<file path="config.mk">
export PLATFORM = sky130hd
export DESIGN_NAME = vt512_result_reader_flat
export DESIGN_NICKNAME = d
export VERILOG_FILES = /design/src/rtl/vt512_result_reader_pkg.sv /design/src/rtl/vt512_result_reader_if.sv /design/src/rtl/vt512_result_reader_fifo.sv /design/src/rtl/vt512_result_reader.sv /design/src/flat_wrapper.sv
export SDC_FILE = /design/constraint.sdc
export NUM_CORES = 1
export LEC_CHECK = 0
export ABC_CLOCK_PERIOD_IN_PS = 7470
export BUFFER_PORTS_ARGS = -buffer_cell sky130_fd_sc_hd__buf_2
export CAP_MARGIN = 30
export CELL_PAD_IN_SITES_DETAIL_PLACEMENT = 0
export CELL_PAD_IN_SITES_GLOBAL_PLACEMENT = 1
export CORE_MARGIN = 5
export CORE_UTILIZATION = 35
export CTS_CLUSTER_DIAMETER = 80
export DETAILED_ROUTE_END_ITERATION = 12
export PLACE_DENSITY = 0.58
export SYNTH_ARGS = -nofsm -noshare
export SYNTH_HDL_FRONTEND = slang
export SYNTH_SLANG_ARGS = --single-unit
</file>
<file path="constraint.sdc">
create_clock -name wb_clk_i -period 7.47 [get_ports wb_clk_i]
set_clock_uncertainty 0.2 [all_clocks]
set_input_delay 0.747 -clock wb_clk_i [delete_from_list [all_inputs] [get_ports wb_clk_i]]
set_output_delay 0.747 -clock wb_clk_i [all_outputs]
set_load 0.05 [all_outputs]
</file>
<file path="src/rtl/vt512_result_reader_pkg.sv">
// Shared addresses, STATUS layout and result-entry type for the VT512 result reader.
package vt512_pkg;

    localparam logic [31:0] VT512_ADDR_RESULT = 32'h414E_5200;
    localparam logic [31:0] VT512_ADDR_STATUS = 32'h414E_5300;

    localparam int ST_EMPTY     = 0;
    localparam int ST_UNDERFLOW = 1;
    localparam int ST_LAST_SEEN = 2;
    localparam int ST_FULL      = 3;
    localparam int ST_COUNT_LSB = 8;
    localparam int ST_LASTS_LSB = 16;

    typedef struct packed {
        logic        last;
        logic [31:0] data;
    } result_t;

    function automatic logic [31:0] status_word(input logic empty, input logic underflow,
                                                input logic last_seen, input logic full,
                                                input logic [7:0] count, input logic [7:0] lasts);
        logic [31:0] w;
        w = '0;
        w[ST_EMPTY]                   = empty;
        w[ST_UNDERFLOW]               = underflow;
        w[ST_LAST_SEEN]               = last_seen;
        w[ST_FULL]                    = full;
        w[ST_COUNT_LSB +: 8]          = count;
        w[ST_LASTS_LSB +: 8]          = lasts;
        return w;
    endfunction

endpackage

</file>
<file path="src/rtl/vt512_result_reader_if.sv">
// Wishbone slave bus plus the core-side result stream and interrupt line.
interface vt512_result_reader_if #(parameter int DATA_WIDTH = 32);

    logic                  wbs_stb_i;
    logic                  wbs_cyc_i;
    logic                  wbs_we_i;
    logic [3:0]            wbs_sel_i;
    logic [31:0]           wbs_adr_i;
    logic [31:0]           wbs_dat_i;
    logic                  wbs_ack_o;
    logic [31:0]           wbs_dat_o;
    logic                  res_valid_i;
    logic [DATA_WIDTH-1:0] res_data_i;
    logic                  res_last_i;
    logic                  res_ready_o;
    logic                  irq_o;

    modport master (
        output wbs_stb_i, wbs_cyc_i, wbs_we_i, wbs_sel_i, wbs_adr_i, wbs_dat_i,
        output res_valid_i, res_data_i, res_last_i,
        input  wbs_ack_o, wbs_dat_o, res_ready_o, irq_o
    );

    modport slave (
        input  wbs_stb_i, wbs_cyc_i, wbs_we_i, wbs_sel_i, wbs_adr_i, wbs_dat_i,
        input  res_valid_i, res_data_i, res_last_i,
        output wbs_ack_o, wbs_dat_o, res_ready_o, irq_o
    );

endinterface

</file>
<file path="src/rtl/vt512_result_reader_fifo.sv">
// Synchronous FIFO with flush; head is the oldest entry, count_next is exposed for lookahead logic.
module vt512_sync_fifo #(
    parameter int WIDTH = 33,
    parameter int DEPTH = 16,
    localparam int AW   = $clog2(DEPTH)
) (
    input  logic             clk,
    input  logic             rst_n,
    input  logic             push,
    input  logic             pop,
    input  logic             flush,
    input  logic [WIDTH-1:0] wdata,
    output logic [WIDTH-1:0] head,
    output logic [AW:0]      count,
    output logic [AW:0]      count_next,
    output logic             full,
    output logic             empty
);

    logic [WIDTH-1:0] mem [DEPTH];
    logic [AW-1:0]    wr_ptr;
    logic [AW-1:0]    rd_ptr;
    logic             do_push;
    logic             do_pop;

    assign full    = (count == (AW+1)'(DEPTH));
    assign empty   = (count == '0);
    assign do_push = push && !full;
    assign do_pop  = pop && !empty;
    assign head    = mem[rd_ptr];

    // flush overrides any push/pop landing on the same edge
    always_comb begin
        count_next = count;
        if (flush)
            count_next = '0;
        else
            count_next = count + (AW+1)'(do_push) - (AW+1)'(do_pop);
    end

    always_ff @(posedge clk) begin
        if (!rst_n) begin
            wr_ptr <= '0;
            rd_ptr <= '0;
            count  <= '0;
        end else if (flush) begin
            wr_ptr <= '0;
            rd_ptr <= '0;
            count  <= '0;
        end else begin
            if (do_push) wr_ptr <= wr_ptr + 1'b1;
            if (do_pop)  rd_ptr <= rd_ptr + 1'b1;
            count <= count_next;
        end
    end

    always_ff @(posedge clk) begin
        if (do_push && !flush)
            mem[wr_ptr] <= wdata;
    end

endmodule

</file>
<file path="src/rtl/vt512_result_reader.sv">
// Wishbone read-side responder: queues core result words and serves RESULT/STATUS to the host.
module vt512_result_reader
    import vt512_pkg::*;
#(
    parameter int DATA_WIDTH    = 32,
    parameter int FIFO_DEPTH    = 16,
    parameter int FIFO_AW       = 4,
    parameter int IRQ_THRESHOLD = 8
) (
    input  logic                  wb_clk_i,
    input  logic                  wb_rst_i,
    vt512_result_reader_if.slave  bus
);

    result_t            head;
    logic [FIFO_AW:0]   count;
    logic [FIFO_AW:0]   count_next;
    logic               full;
    logic               empty;
    logic [FIFO_AW:0]   lasts;
    logic [FIFO_AW:0]   lasts_next;
    logic               underflow, underflow_next;
    logic               last_seen, last_seen_next;
    logic               req, rd_result, rd_status, wr_status;
    logic               push, pop, flush;
    logic [31:0]        rdata;
    logic               unused_bits;

    assign unused_bits = ^{bus.wbs_sel_i[3:1], bus.wbs_dat_i[31:4], bus.wbs_dat_i[0]};

    assign req       = bus.wbs_cyc_i && bus.wbs_stb_i && !bus.wbs_ack_o;
    assign rd_result = req && !bus.wbs_we_i && (bus.wbs_adr_i == VT512_ADDR_RESULT);
    assign rd_status = req && !bus.wbs_we_i && (bus.wbs_adr_i == VT512_ADDR_STATUS);
    assign wr_status = req &&  bus.wbs_we_i && (bus.wbs_adr_i == VT512_ADDR_STATUS)
                           && bus.wbs_sel_i[0];

    // ready is held low during reset so the core never pushes into a state being cleared
    assign bus.res_ready_o = wb_rst_i && !full;
    assign push  = bus.res_valid_i && bus.res_ready_o;
    assign pop   = rd_result && !empty;
    assign flush = wr_status && bus.wbs_dat_i[3];

    vt512_sync_fifo #(
        .WIDTH ($bits(result_t)),
        .DEPTH (FIFO_DEPTH)
    ) u_fifo (
        .clk        (wb_clk_i),
        .rst_n      (wb_rst_i),
        .push       (push),
        .pop        (pop),
        .flush      (flush),
        .wdata      ({bus.res_last_i, bus.res_data_i}),
        .head       (head),
        .count      (count),
        .count_next (count_next),
        .full       (full),
        .empty      (empty)
    );

    always_comb begin
        lasts_next = lasts;
        if (flush)
            lasts_next = '0;
        else if ((push && bus.res_last_i) && !(pop && head.last))
            lasts_next = lasts + 1'b1;
        else if (!(push && bus.res_last_i) && (pop && head.last))
            lasts_next = lasts - 1'b1;
    end

    // a clear in the same request always beats a set
    always_comb begin
        underflow_next = underflow;
        last_seen_next = last_seen;
        if (rd_result && empty)   underflow_next = 1'b1;
        if (pop && head.last)     last_seen_next = 1'b1;
        if (wr_status && bus.wbs_dat_i[1]) underflow_next = 1'b0;
        if (wr_status && bus.wbs_dat_i[2]) last_seen_next = 1'b0;
    end

    always_comb begin
        rdata = '0;
        if (rd_result && !empty)
            rdata = head.data;
        else if (rd_status)
            rdata = status_word(empty, underflow, last_seen, full, 8'(count), 8'(lasts));
    end

    always_ff @(posedge wb_clk_i) begin
        if (!wb_rst_i) begin
            bus.wbs_ack_o <= 1'b0;
            bus.wbs_dat_o <= '0;
            bus.irq_o     <= 1'b0;
            lasts         <= '0;
            underflow     <= 1'b0;
            last_seen     <= 1'b0;
        end else begin
            bus.wbs_ack_o <= req;
            bus.wbs_dat_o <= rdata;
            bus.irq_o     <= ($unsigned(32'(count_next)) >= $unsigned(IRQ_THRESHOLD))
                             || (lasts_next != '0);
            lasts         <= lasts_next;
            underflow     <= underflow_next;
            last_seen     <= last_seen_next;
        end
    end

endmodule

</file>
<file path="src/flat_wrapper.sv">
// flat-port wrapper written by rule: the top's interface ports become plain ports
module vt512_result_reader_flat import vt512_pkg::*;
#(
    parameter int DATA_WIDTH    = 32,
    parameter int FIFO_DEPTH    = 16,
    parameter int FIFO_AW       = 4,
    parameter int IRQ_THRESHOLD = 8
)
  (wb_clk_i, wb_rst_i, bus_wbs_stb_i, bus_wbs_cyc_i, bus_wbs_we_i, bus_wbs_sel_i, bus_wbs_adr_i, bus_wbs_dat_i, bus_res_valid_i, bus_res_data_i, bus_res_last_i, bus_wbs_ack_o, bus_wbs_dat_o, bus_res_ready_o, bus_irq_o);
  vt512_result_reader_if #(.DATA_WIDTH(DATA_WIDTH)) bus_i ();
  input  logic wb_clk_i;
  input  logic wb_rst_i;
  input wire logic [$bits(bus_i.wbs_stb_i)-1:0] bus_wbs_stb_i;
  input wire logic [$bits(bus_i.wbs_cyc_i)-1:0] bus_wbs_cyc_i;
  input wire logic [$bits(bus_i.wbs_we_i)-1:0] bus_wbs_we_i;
  input wire logic [$bits(bus_i.wbs_sel_i)-1:0] bus_wbs_sel_i;
  input wire logic [$bits(bus_i.wbs_adr_i)-1:0] bus_wbs_adr_i;
  input wire logic [$bits(bus_i.wbs_dat_i)-1:0] bus_wbs_dat_i;
  input wire logic [$bits(bus_i.res_valid_i)-1:0] bus_res_valid_i;
  input wire logic [$bits(bus_i.res_data_i)-1:0] bus_res_data_i;
  input wire logic [$bits(bus_i.res_last_i)-1:0] bus_res_last_i;
  output wire logic [$bits(bus_i.wbs_ack_o)-1:0] bus_wbs_ack_o;
  output wire logic [$bits(bus_i.wbs_dat_o)-1:0] bus_wbs_dat_o;
  output wire logic [$bits(bus_i.res_ready_o)-1:0] bus_res_ready_o;
  output wire logic [$bits(bus_i.irq_o)-1:0] bus_irq_o;
  assign bus_i.wbs_stb_i = bus_wbs_stb_i;
  assign bus_i.wbs_cyc_i = bus_wbs_cyc_i;
  assign bus_i.wbs_we_i = bus_wbs_we_i;
  assign bus_i.wbs_sel_i = bus_wbs_sel_i;
  assign bus_i.wbs_adr_i = bus_wbs_adr_i;
  assign bus_i.wbs_dat_i = bus_wbs_dat_i;
  assign bus_i.res_valid_i = bus_res_valid_i;
  assign bus_i.res_data_i = bus_res_data_i;
  assign bus_i.res_last_i = bus_res_last_i;
  assign bus_wbs_ack_o = bus_i.wbs_ack_o;
  assign bus_wbs_dat_o = bus_i.wbs_dat_o;
  assign bus_res_ready_o = bus_i.res_ready_o;
  assign bus_irq_o = bus_i.irq_o;
  vt512_result_reader #(.DATA_WIDTH(DATA_WIDTH), .FIFO_DEPTH(FIFO_DEPTH), .FIFO_AW(FIFO_AW), .IRQ_THRESHOLD(IRQ_THRESHOLD)) u_core (.wb_clk_i(wb_clk_i), .wb_rst_i(wb_rst_i), .bus(bus_i));
endmodule
</file>
==> results.sh <==
export IMPL_die_x_um=263
export IMPL_synth_compound_area_frac=0.0127
export IMPL_cpMostUsedCell="inv_1"
export IMPL_critPathLaunchType="register"
export IMPL_die_y_um=263
export IMPL_path_clk_slew_ps=60
export IMPL_syn_avg_cell_area_um2=21.7
export IMPL_syn_nets=1152
export IMPL_antenna_found_initial=7
export IMPL_fp_row_count=92
export IMPL_cts_htree_levels=2
export IMPL_yosys_mux_area_fraction=0.167
export IMPL_syn_area_mm2=0.0224
export IMPL_synthAdderAreaFrac=0.00761
export IMPL_grt_overflow=0
export IMPL_route_antenna_remaining_nets=0
export IMPL_slew_violations=0
export IMPL_synth_xor_area_share=0.00353
export IMPL_final_setup_tns_ps=0
export IMPL_via_count=10600
export IMPL_ctsLongestPathBuffers=3
export IMPL_core_mm2=0.0632
export IMPL_hpwl_um=27500
export IMPL_grt_pass1_wl_um=77000
export IMPL_syn_to_final_growth_pct=16.9
export IMPL_ys_ff_latch=586
export IMPL_synthSimpleGateAreaFrac=0.0358
export IMPL_ys_types=61
export IMPL_vias_per_cell=5.12
export IMPL_p_total_mw=6.92
export IMPL_status="finished clean"
export IMPL_hold_buffers=0
export IMPL_wl_per_cell_um=25.1
export IMPL_slowest_delay_ps=470
export IMPL_ys_flop_type="edfxtp_1"
export IMPL_tightest_slew_ps=964
export IMPL_fin_nets=1302
export IMPL_fin_crit_ps=4100
export IMPL_rsz0062_at_grt="no"
export IMPL_port_buffers=109
export IMPL_cp_max_fo=29
export IMPL_grt_usage=0.149
export IMPL_drc=0
export IMPL_cts_resized_gates=0
export IMPL_grt_max_degree=51
export IMPL_synthCells=1032
export IMPL_max_freq_mhz=244
export IMPL_synthArstFlopShare=0
export IMPL_p_per_area_mw_per_mm2=265
export IMPL_cp_num_buf_inv=4
export IMPL_worst_hold_path_type="input port to register"
export IMPL_grt_pass1_vias=11300
export IMPL_hold_violations=0
export IMPL_crit_type="register to register"
export IMPL_arrival_ps=4390
export IMPL_drive_gt1_frac=0.345
export IMPL_critPathSlowestCell="buf_4"
export IMPL_boundaryPins=142
export IMPL_fin_crit_sh=0.549
export IMPL_totalWireLength_um=52200
export IMPL_insertion_delay_ps=630
export IMPL_postCtsSetupRepairBufs=0
export IMPL_setup_viol=0
export IMPL_clockRootBuffer="clkbuf_16"
export IMPL_cts_num_sinks=586
export IMPL_cp_data_required_time_ps=7760
export IMPL_synth_edf_count=528
export IMPL_drt_iter0_drc=732
export IMPL_synth_top_family_by_area="multiplexers"
export IMPL_finalWeightedCongestion=0.743
export IMPL_layout_common_cells="528 x edfxtp_1, 161 x mux4_2, 109 x buf_2"
export IMPL_cts_tree="yes"
export IMPL_p_leak_nw=8.33
export IMPL_maxCapViolCount=0
export IMPL_peakVddDrop_v=0.000222
export IMPL_yosysWarnings=0
export IMPL_path_cells="inv_1 > ha_1 > nor4b_2 > nand2b_1 > nor4_2 > buf_4 > nand2_1 > nand2_1 > ha_1 > inv_1 > fa_1 > inv_1 > a21oi_1 > nor2_1 > nor2_1 > xnor2_1 > o211ai_1 > a2111o_1"
export IMPL_crit_family="simple AND/OR/NAND/NOR gates"
export IMPL_worst_setup_path_end_kind="register"
export IMPL_final_common_cell="edfxtp_1"
export IMPL_initial_utilization=0.354
export IMPL_die_area_mm2=0.0690
export IMPL_numCtsBuffers=60
export IMPL_yosysSeqAreaShare=0.761
export IMPL_slew_headroom=0.355
export IMPL_drtPass1Iterations=4
-- per-layer routing --
metal | vias up | global-route usage | wire, um
li1 | 4600 | - | -
met5 | - | 0 | 34
met3 | 80 | 0.0299 | 2740
met2 | 278 | 0.245 | 25000
met1 | 5676 | 0.207 | 23300
met4 | 6 | 0.0365 | 1070
-- cell type report --
| cell class | count | area, um^2 |
|---|---|---|
| well taps | 846 | 1060 |
| repair buffers | 139 | 795 |
| fillers | 5570 | 37100 |
| diodes | 2 | 5.00 |
| flip-flops and latches | 586 | 17000 |
| inverters | 15 | 56.3 |
| multi-input cells | 380 | 5190 |
| clock inverters | 35 | 444 |
| clock buffers | 74 | 1560 |
-- sequential cells by signal, indices dropped and copies added (netlist names), 4 cells and up, named ones only --
register              flops
u_core.lasts              5
u_core.bus.wbs_dat_o     32
u_core.u_fifo.count       5
u_core.u_fifo.rd_ptr      4
u_core.u_fifo.mem       528
u_core.u_fifo.wr_ptr      4
-- synthesized netlist by cell type, drive strengths merged, types with 2 or more instances --
master | instances | share of area
and4 | 3 | 0.0012
mux2i | 7 | 0.0031
a32o | 6 | 0.0027
nand3 | 5 | 0.0011
clkbuf | 30 | 0.0051
and3 | 21 | 0.0059
o211ai | 2 | 0.00067
buf | 21 | 0.0045
ha | 12 | 0.0067
nor4b | 4 | 0.0021
nand4 | 4 | 0.0011
xor2 | 5 | 0.0020
a21oi | 22 | 0.0049
edfxtp | 528 | 0.71
xnor2 | 4 | 0.0016
nor4 | 4 | 0.0014
nand2b | 4 | 0.0011
mux2 | 4 | 0.0020
o21ai | 3 | 0.00067
nor2 | 36 | 0.0060
nor3 | 10 | 0.0022
dfxtp | 58 | 0.052
and2 | 3 | 0.00090
mux4 | 161 | 0.16
and4bb | 3 | 0.0017
nand2 | 31 | 0.0053
or3 | 2 | 0.00062
or2b | 2 | 0.00073
a22oi | 2 | 0.00067
inv | 14 | 0.0024
or4 | 4 | 0.0015
-- per-stage QoR --
stage	hold slack, ps	worst slack, ps	std cells	util	area, um^2
3_3_place_gp	257	2970	1964	0.381	24100
5_1_grt	135	3040	2076	0.414	26100
4_1_cts	111	3350	2075	0.414	26100
6_report	151	3370	2077	0.414	26100
3_5_place_dp	253	3020	1966	0.382	24100
2_1_floorplan	221	2860	1032	-	22400
-- cells by family (layout without fill, tap and decap cells) --
logic type | count (synthesis) | count (layout)
other cells | 0 | 2
xor+xnor | 9 | 9
compound gates | 43 | 43
flops | 586 | 586
fa+ha+maj | 13 | 13
mux | 172 | 172
buf+inv | 66 | 263
simple gates | 143 | 143
-- worst register-to-register path, stage by stage (launching register included) --
cell and delay, ps:
dfxtp_1 360, inv_1 70, ha_1 230, nor4b_2 190, nand2b_1 200, nor4_2 280, buf_4 470, nand2_1 190
nand2_1 100, ha_1 160, inv_1 60, fa_1 430, inv_1 70, a21oi_1 60, nor2_1 90, nor2_1 60
xnor2_1 190, o211ai_1 150, a2111o_1 430
-- report_power, final --
part / leakage [nW] / total, mW / switching (mW) / internal [mW]
logic: 2.13 / 0.253 / 0.157 / 0.0964
registers: 5.23 / 3.63 / 0.0193 / 3.61
clock network: 0.972 / 3.04 / 1.24 / 1.80
-- worst paths after layout --
kind	startpoint	end	slack (ps)	depth (start not counted)
worst max register to register	u_core.u_fifo.count[2]	u_core.bus.irq_o	3370	18
worst min register to register	u_core.last_seen	u_core.last_seen	250	2
worst min-delay path	bus_wbs_dat_i[1]	u_core.underflow	150	2
worst max-delay path	u_core.u_fifo.count[2]	u_core.bus.irq_o	3370	18
Power figures use the tool's default switching activity.
